==> src/rtl/wptr_full_if.sv <==
// Write-side bus of the async FIFO pointer controller: the producer's request,
// the read-domain Gray pointer, and the write address and status returned to
// the producer and memory.
interface wptr_full_if #(
  parameter int ADDRSIZE = 4
);
  logic                winc;
  logic [ADDRSIZE:0]   rptr;
  logic [ADDRSIZE-1:0] waddr;
  logic [ADDRSIZE:0]   wptr;
  logic                wfull;
  logic                walmost_full;
  logic [ADDRSIZE:0]   wfill;
  logic                wovf;

  // Producer / surrounding FIFO side.
  modport master (
    output winc, rptr,
    input  waddr, wptr, wfull, walmost_full, wfill, wovf
  );

  // Pointer controller side.
  modport slave (
    input  winc, rptr,
    output waddr, wptr, wfull, walmost_full, wfill, wovf
  );
endinterface

==> src/rtl/wptr_full.sv <==
// Write-domain pointer and full-flag controller for a dual-clock FIFO.
// Keeps the binary/Gray write pointers, synchronises the read Gray pointer
// into wclk, and produces registered full, almost-full, fill and overflow.
// ADDRSIZE must be at least 2 (the full compare inverts the top two bits).
module wptr_full #(
  parameter int ADDRSIZE     = 4,
  parameter int AFULL_THRESH = 14
) (
  input  logic         wclk,
  input  logic         wrst_n,
  wptr_full_if.slave   bus
);

  localparam int               DEPTH    = 1 << ADDRSIZE;
  localparam logic [ADDRSIZE:0] DEPTH_W  = (ADDRSIZE + 1)'(DEPTH);
  localparam logic [ADDRSIZE:0] THRESH_W = (ADDRSIZE + 1)'(AFULL_THRESH);

  logic [ADDRSIZE:0] wq1_rptr;
  logic [ADDRSIZE:0] wq2_rptr;
  logic [ADDRSIZE:0] wbin;
  logic [ADDRSIZE:0] wptr_q;
  logic [ADDRSIZE:0] wfill_q;
  logic              wfull_q;
  logic              walmost_full_q;
  logic              wovf_q;

  logic              winc_ok;
  logic [ADDRSIZE:0] wbinnext;
  logic [ADDRSIZE:0] wgraynext;
  logic [ADDRSIZE:0] rbin_s;
  logic [ADDRSIZE:0] fill_raw;
  logic [ADDRSIZE:0] fill_next;
  logic              full_next;
  logic              afull_next;

  // Two-flop synchroniser for the read-domain Gray pointer; nothing else sees rptr.
  // NOTE: flops take non-blocking assignments and reset asynchronously so that
  // every register updates from pre-edge values and clears without a clock.
  always_ff @(posedge wclk or negedge wrst_n) begin
    if (!wrst_n) begin
      wq1_rptr <= '0;
      wq2_rptr <= '0;
    end else begin
      wq1_rptr <= bus.rptr;
      wq2_rptr <= wq1_rptr;
    end
  end

  // Next-pointer, full compare and occupancy computed from the synchronised pointer.
  // NOTE: every output of this block is assigned on every path, so no latch is inferred.
  always_comb begin
    winc_ok   = bus.winc & ~wfull_q;
    wbinnext  = wbin + {{ADDRSIZE{1'b0}}, winc_ok};
    wgraynext = (wbinnext >> 1) ^ wbinnext;

    // Full when the next write pointer has lapped the read pointer exactly once:
    // in Gray code that is the top two bits inverted, the rest equal.
    full_next = (wgraynext == {~wq2_rptr[ADDRSIZE:ADDRSIZE-1], wq2_rptr[ADDRSIZE-2:0]});

    // Gray-to-binary: each bit is the XOR of itself and all bits above it.
    rbin_s = '0;
    for (int i = 0; i <= ADDRSIZE; i++) begin
      rbin_s[i] = ^(wq2_rptr >> i);
    end

    fill_raw = wbinnext - rbin_s;
    // A legal read pointer never trails by more than DEPTH; the clamp only
    // matters if the read side is reset or misbehaves independently.
    fill_next  = (fill_raw > DEPTH_W) ? DEPTH_W : fill_raw;
    afull_next = (fill_next >= THRESH_W);
  end

  // Write pointer registers; a refused write leaves wbinnext equal to wbin.
  always_ff @(posedge wclk or negedge wrst_n) begin
    if (!wrst_n) begin
      wbin   <= '0;
      wptr_q <= '0;
    end else begin
      wbin   <= wbinnext;
      wptr_q <= wgraynext;
    end
  end

  // Registered status flags and fill level; overflow is sticky until reset.
  always_ff @(posedge wclk or negedge wrst_n) begin
    if (!wrst_n) begin
      wfull_q        <= 1'b0;
      walmost_full_q <= 1'b0;
      wfill_q        <= '0;
      wovf_q         <= 1'b0;
    end else begin
      wfull_q        <= full_next;
      walmost_full_q <= afull_next;
      wfill_q        <= fill_next;
      wovf_q         <= wovf_q | (bus.winc & wfull_q);
    end
  end

  assign bus.waddr        = wbin[ADDRSIZE-1:0];
  assign bus.wptr         = wptr_q;
  assign bus.wfull        = wfull_q;
  assign bus.walmost_full = walmost_full_q;
  assign bus.wfill        = wfill_q;
  assign bus.wovf         = wovf_q;

endmodule

==> src/flat_wrapper.sv <==
// flat-port wrapper written by rule: the top's interface ports become plain ports
module wptr_full_flat 
#(
  parameter int ADDRSIZE     = 4,
  parameter int AFULL_THRESH = 14
)
  (wclk, wrst_n, bus_winc, bus_rptr, bus_waddr, bus_wptr, bus_wfull, bus_walmost_full, bus_wfill, bus_wovf);
  wptr_full_if #(.ADDRSIZE(ADDRSIZE)) bus_i ();
  input  logic wclk;
  input  logic wrst_n;
  input wire logic [$bits(bus_i.winc)-1:0] bus_winc;
  input wire logic [$bits(bus_i.rptr)-1:0] bus_rptr;
  output wire logic [$bits(bus_i.waddr)-1:0] bus_waddr;
  output wire logic [$bits(bus_i.wptr)-1:0] bus_wptr;
  output wire logic [$bits(bus_i.wfull)-1:0] bus_wfull;
  output wire logic [$bits(bus_i.walmost_full)-1:0] bus_walmost_full;
  output wire logic [$bits(bus_i.wfill)-1:0] bus_wfill;
  output wire logic [$bits(bus_i.wovf)-1:0] bus_wovf;
  assign bus_i.winc = bus_winc;
  assign bus_i.rptr = bus_rptr;
  assign bus_waddr = bus_i.waddr;
  assign bus_wptr = bus_i.wptr;
  assign bus_wfull = bus_i.wfull;
  assign bus_walmost_full = bus_i.walmost_full;
  assign bus_wfill = bus_i.wfill;
  assign bus_wovf = bus_i.wovf;
  wptr_full #(.ADDRSIZE(ADDRSIZE), .AFULL_THRESH(AFULL_THRESH)) u_core (.wclk(wclk), .wrst_n(wrst_n), .bus(bus_i));
endmodule
==> config.mk <==
export PLATFORM = sky130hd
export DESIGN_NAME = wptr_full_flat
export DESIGN_NICKNAME = d
export VERILOG_FILES = /design/src/rtl/wptr_full_if.sv /design/src/rtl/wptr_full.sv /design/src/flat_wrapper.sv
export SDC_FILE = /design/constraint.sdc
export NUM_CORES = 1
export LEC_CHECK = 0
export ABC_AREA = 1
export CAP_MARGIN = 20
export CORE_ASPECT_RATIO = 1.4
export CORE_MARGIN = 2
export CORE_UTILIZATION = 50
export CTS_CLUSTER_DIAMETER = 120
export DETAILED_ROUTE_END_ITERATION = 8
export PLACE_DENSITY = 0.78
export SKIP_LAST_GASP = 1
export SLEW_MARGIN = 0
export SYNTH_ARGS = -nofsm -noshare
export SYNTH_HDL_FRONTEND = slang
export SYNTH_SLANG_ARGS = --single-unit
export TNS_END_PERCENT = 10
==> constraint.sdc <==
create_clock -name wclk -period 2.5 [get_ports wclk]
set_clock_uncertainty 0.05 [all_clocks]
set_input_delay 0.25 -clock wclk [delete_from_list [all_inputs] [get_ports wclk]]
set_output_delay 0.25 -clock wclk [all_outputs]
set_load 0.03 [all_outputs]
Word-level counts from Yosys, hierarchy flattened
Index checks and enable logic that the tools add are counted.

Equality and inequality tests: 1. Muxes and demuxes: 1. Reductions and logical operators: 5. Bitwise logic cells: 6. $lt $le $gt $ge: 2. Add/subtract/negate cells: 2.

Operators by type and width (number): $reduce_xor 5->1 (5); $add 5x1->5 (1); $eq 5x5->1 (1); $ge 5x4->1 const B (1); $gt 5x5->1 const B (1); $mux 5 (1); $sub 5x5->5 (1); $xor 4x5->5 (1); $and 1x1->1 (2); $not 2->2 (1); $not 1->1 (1); $or 1x1->1 (1).

Output and inout bits: 17. Register bits after elaboration: 28. Logic and storage cells: 25.

Longest topological paths before layout
Depth after elaboration: 7. Gate-level depth with buffers: 17. Gate-level depth less buffers: 17.

Worst setup path before layout
OpenSTA, ideal clock, no wires.

Kind: register -> register. Start point: reg u_core.wfull_q (netlist: u_core.bus.wfull). End point: reg u_core.wfill_q[1] (netlist: u_core.bus.wfill[1]). Cell stages (with the launch flop): 16. Period minus slack after synthesis: 2.290 ns. Data required time: 2.328 ns. Arrival time: 2.118 ns. Buffers on the path: 0. Setup slack: 0.210 ns. Path through: dfrtp_1 -> nor2_1 -> ha_1 -> ha_1 -> inv_1 -> nand2_1 -> and2_1 -> inv_1 -> ha_1 -> inv_1 -> nor2_1 -> nand3_1 -> nand2_1 -> nand2_1 -> nand3_1 -> a21oi_1.

Word-level cells in the longest chain between the ends: 6.

Ends and longest elaborated chain: start: declaration (RTL line wptr_full.sv:23) `logic wfull_q;`; start signal: assignment (RTL line wptr_full.sv:92) `wfull_q <= full_next;`; $not 1->1 (RTL line wptr_full.sv:52) `winc_ok = bus.winc & ~wfull_q;`; $and 1x1->1 (RTL line wptr_full.sv:52); $add 5x1->5 (RTL line wptr_full.sv:53) `wbinnext = wbin + {{ADDRSIZE{1'b0}}, winc_ok};`; named net u_core.wbinnext[2] (RTL line wptr_full.sv:28) `logic [ADDRSIZE:0] wbinnext;`; $sub 5x5->5 (RTL line wptr_full.sv:66) `fill_raw = wbinnext - rbin_s;`; $gt 5x5->1 (RTL line wptr_full.sv:69) `fill_next = (fill_raw > DEPTH_W) ? DEPTH_W : fill_raw;`; $mux 5 (RTL line wptr_full.sv:69); named net u_core.fill_next[1] (RTL line wptr_full.sv:32) `logic [ADDRSIZE:0] fill_next;`; end signal: assignment (RTL line wptr_full.sv:94) `wfill_q <= fill_next;`; end: declaration (RTL line wptr_full.sv:22) `logic [ADDRSIZE:0] wfill_q;`.

The timed path passes the listed nets, and every way through them passes these cells.

Final worst setup path
Start point: in bus_winc. End point: reg u_core.wfill_q[2] (netlist: u_core.bus.wfill[2]).

Word-level cells in the longest chain between the ends: 5.

Ends and longest elaborated chain: start: declaration (RTL line flat_wrapper.sv:11) `input wire logic [$bits(bus_i.winc)-1:0] bus_winc;`; $and 1x1->1 (*) (RTL line wptr_full.sv:52); $add 5x1->5 (*) (RTL line wptr_full.sv:53); named net u_core.wbinnext[2] (RTL line wptr_full.sv:28); $sub 5x5->5 (*) (RTL line wptr_full.sv:66); $gt 5x5->1 (RTL line wptr_full.sv:69); $mux 5 (*) (RTL line wptr_full.sv:69); named net u_core.fill_next[2] (RTL line wptr_full.sv:32).

Mark *: on every way through the listed nets, which the timed path passes. The rest lies on a longest branch.

==> impl_metrics.csv <==
group,metric,value,unit
outcome,status,"finished, final reports clean",
power,power.leakage,0.835,nW
floorplan,core_area,2360,sq um
worst_setup_path,worstRegToRegCells,15,
worst_setup_path,path_class,"primary input to flip-flop",
run,cap_violations,0,
floorplan,rows,21,
yosys,synthXorXnorAreaFrac,13.2,%
clocking,clk_pin_slew_worst_paths,130,ps
finish,post_route_cells_drive_above_1_share,19.0,%
global_routing,grt_pass1_wl,3.77,mm
floorplan,start_util,52.6,%
finish,layout.nets,173,
worst_setup_path,reg2reg_from,"u_core.bus.wfull$_DFF_PN0_",
worst_setup_path,crit_start,"bus_winc",
clocking,clkLatencyLatePin,320,ps
yosys,synth_top_family_by_area,"simple AND/OR/NAND/NOR gates",
clocking,clock-sinks,27,
yosys,syn_area_per_cell,10.5,sq um
global_routing,grt_pass1_vias,920,
worst_setup_path,cp_max_fo,4,
worst_setup_path,slowest_stage,"clkdlybuf4s50_1",
worst_setup_path,r2r_slack,140,ps
worst_setup_path,path_depth,17,
yosys,yosysTopAreaCellShare,54.3,%
clocking,clockBufferDepth,2,
clocking,cts-htree-levels,1,
placed_design,pre_cts_slack,-188,ps
yosys,synth-main-ff-cell,"dfrtp_1",
worst_setup_path,crit_path_max_incr_delay,480,ps
timing,setup_ws,136,ps
min_path,hold_path_class,"primary input to asynchronous set/reset pin",
yosys,ys_seq_area_share,54.3,%
global_routing,grt_max_degree,28,
clocking,cts_tree,"yes",
floorplan,io-pin-count,25,
placed_design,io_buffers,24,
floorplan,die_w,46.2,um
route,initialDrtViolationCount,34,
power,sequentialPowerShare,26.7,%
yosys,synth_edf_count,0,
yosys,synth_adder_area_share,6.04,%
route,viasPerCell,5.09,
yosys,async_reset_ff_share,100,%
worst_setup_path,end_kind,"flip-flop",
yosys,yosys.area_share.simple,18.0,%
route,first_pass_iters,4,
clocking,clock-root-buffer,"clkbuf_4",
power,internal_power,0.00138,W
yosys,synth_compound_area_share,2.62,%
route,dr_total_vias,921,
timing,fmax,0.423,GHz
power,ir_worst_vdd,0.721,mV
worst_setup_path,start_kind,"primary input",
power,power_frac_clock,7.2,%
finish,fillCellCount,179,
finish,syn2layout_area_growth,31.6,%
route,drc,0,
power,combPwrFrac,66.1,%
route,postRouteAntennaNets,0,
timing,period_share,94.6,%
yosys,synthMuxAreaShare,0,%
yosys,yosys-top-cells-area,"dfrtp_1, nand2_1, xor2_1",
finish,diodes,0,
floorplan,die_y,63.0,um
timing,setup_viol,0,
global_routing,track_usage,18.1,%
yosys,synth_top_cell_by_area,"dfrtp_1",
yosys,ys_warn_count,0,
power,p_total,0.00253,W
worst_setup_path,required,2680,ps
route,drt-total-wl,2.22,mm
floorplan,design.die.area,2910,sq um
timing,tightest_slew,328,ps
yosys,netlist_area,1240,sq um
yosys,synth_cell_type_count,21,
yosys,synth_fp_nets,133,
clocking,cts_inserted_buffers,3,
worst_setup_path,crit_top_cell,"inv_1",
placed_design,place_congestion,0.827,
yosys,synth_cells,119,
route,wl_per_cell,12.3,um
worst_setup_path,path_buf_inv,5,
timing,hold_violations,0,
worst_setup_path,path_cells,"clkdlybuf4s50_1 -> inv_1 -> nor2_1 -> ha_1 -> ha_1 -> inv_1 -> nand2_1 -> and2_1 -> inv_1 -> ha_1 -> inv_1 -> nor2_2 -> nand3_2 -> nand2_1 -> nand2_1 -> nand3_1 -> a21oi_1",
timing,final_max_slew_viol_count,0,
worst_setup_path,crit_family,"simple AND/OR/NAND/NOR gates",
power,netSwitchingFraction,45.5,%
yosys,ys_ff_latch,27,
worst_setup_path,arrival,2540,ps
power,cellPowerDensity,1550,nW/um^2
timing,layout_min_cycle_time,2360,ps
global_routing,antenna_found_initial,0,
placed_design,dp_hpwl,1.70,mm
global_routing,grt-ovfl-total,0,
power,switchingPower,0.00115,W
timing,max-slew-margin-rel,78.1,%
-- registers in the layout (all words and copies together), names as in the netlist --
name	flops
u_core.wq2_rptr	5
u_core.wbin	5
u_core.bus.wfill	5
u_core.bus.wptr	4
u_core.wq1_rptr	5
u_core.bus.walmost_full	1
u_core.bus.wovf	1
u_core.bus.wfull	1
-- kinds of logic (layout without fill, tap and decap cells) --
kind of cell    count (synthesis)  count (layout)
compound gates                  6               6
simple gates                   47              47
fa+ha+maj                       6               6
buf+inv                        19              58
xor+xnor                       14              14
flops                          27              27
-- cells in the final DEF (no fill, tap or decap) --
master	instances
dfrtp_1	27
nand2_1	25
clkdlybuf4s50_1	24
inv_1	16
buf_4	12
xor2_1	9
ha_1	6
nand3_2	5
nor2_1	5
a21oi_1	5
nand3_1	5
nand2_2	3
clkbuf_4	3
xor2_2	2
xnor2_2	1
xnor2_1	1
inv_2	1
and2_1	1
xnor2_4	1
nand4_1	1
clkinv_1	1
nor2_2	1
nand3b_2	1
a21o_1	1
clkbuf_1	1
-- path summary, 6_finish.rpt --
check	to
min in group wclk	u_core.wq1_rptr[0]$_DFF_PN0_
setup reg to reg	u_core.bus.wfill[2]$_DFF_PN0_
hold / removal	u_core.wbin[4]$_DFF_PN0_
hold reg to reg	u_core.wq2_rptr[3]$_DFF_PN0_
setup / recovery	u_core.bus.wfill[2]$_DFF_PN0_
max in group asynchronous	u_core.wq2_rptr[1]$_DFF_PN0_
-- layer usage --
layer  part of all wire [%]  up-vias  global-route usage, %  wire, um
met2                     52       39                   30.7      1160
li1                       -      441                      -         -
met1                     38      429                   19.3       834
met4                    5.6        0                   12.5       125
met3                    4.6       12                   2.02       102
met5                      0        -                      0         0
-- power groups by stage --
stage               logic (W)  registers [W]  clock network, W
floorplan            0.000750       0.000952                 0
global placement      0.00158       0.000679                 0
detailed placement    0.00163       0.000688                 0
CTS                   0.00164       0.000678          0.000191
global route          0.00182       0.000691          0.000211
finish                0.00167       0.000676          0.000183
-- synth_stat cells (all sizes together), types with 3 or more instances --
master / n
ha: 6
inv: 17
dfrtp: 27
nand3: 10
nor2: 6
a21oi: 5
xor2: 11
xnor2: 3
nand2: 28
-- stage by stage --
stage,hold slack [ps],utilization (%),TNS [ps],instances,cell area [sq um]
floorplan,-95.6,-,0,119,1240
global placement,283,67.2,-115,176,1590
detailed placement,286,67.2,-644,176,1590
CTS,234,68.4,0,180,1620
global route,234,69.2,-27.2,181,1640
finish,232,69.2,0,181,1640
-- final cells by class --
cell class,instances,area (sq um),area share [%]
sequential,27,676,41.3
multi-input combinational,73,508,31.0
timing repair buffer,36,330,20.2
inverter,18,67.6,4.13
tap,23,28.8,1.76
clock buffer,4,26.3,1.61
-- what timing repair did --
| item | 4_1_cts | 5_1_grt |
|---|---|---|
| buffers inserted | 0 | 1 |
| setup endpoints to repair | 0 | 3 |
| resized for setup | 0 | 3 |
| hold buffers | 0 | 0 |
No activity file was read; power rests on OpenSTA's default activity.
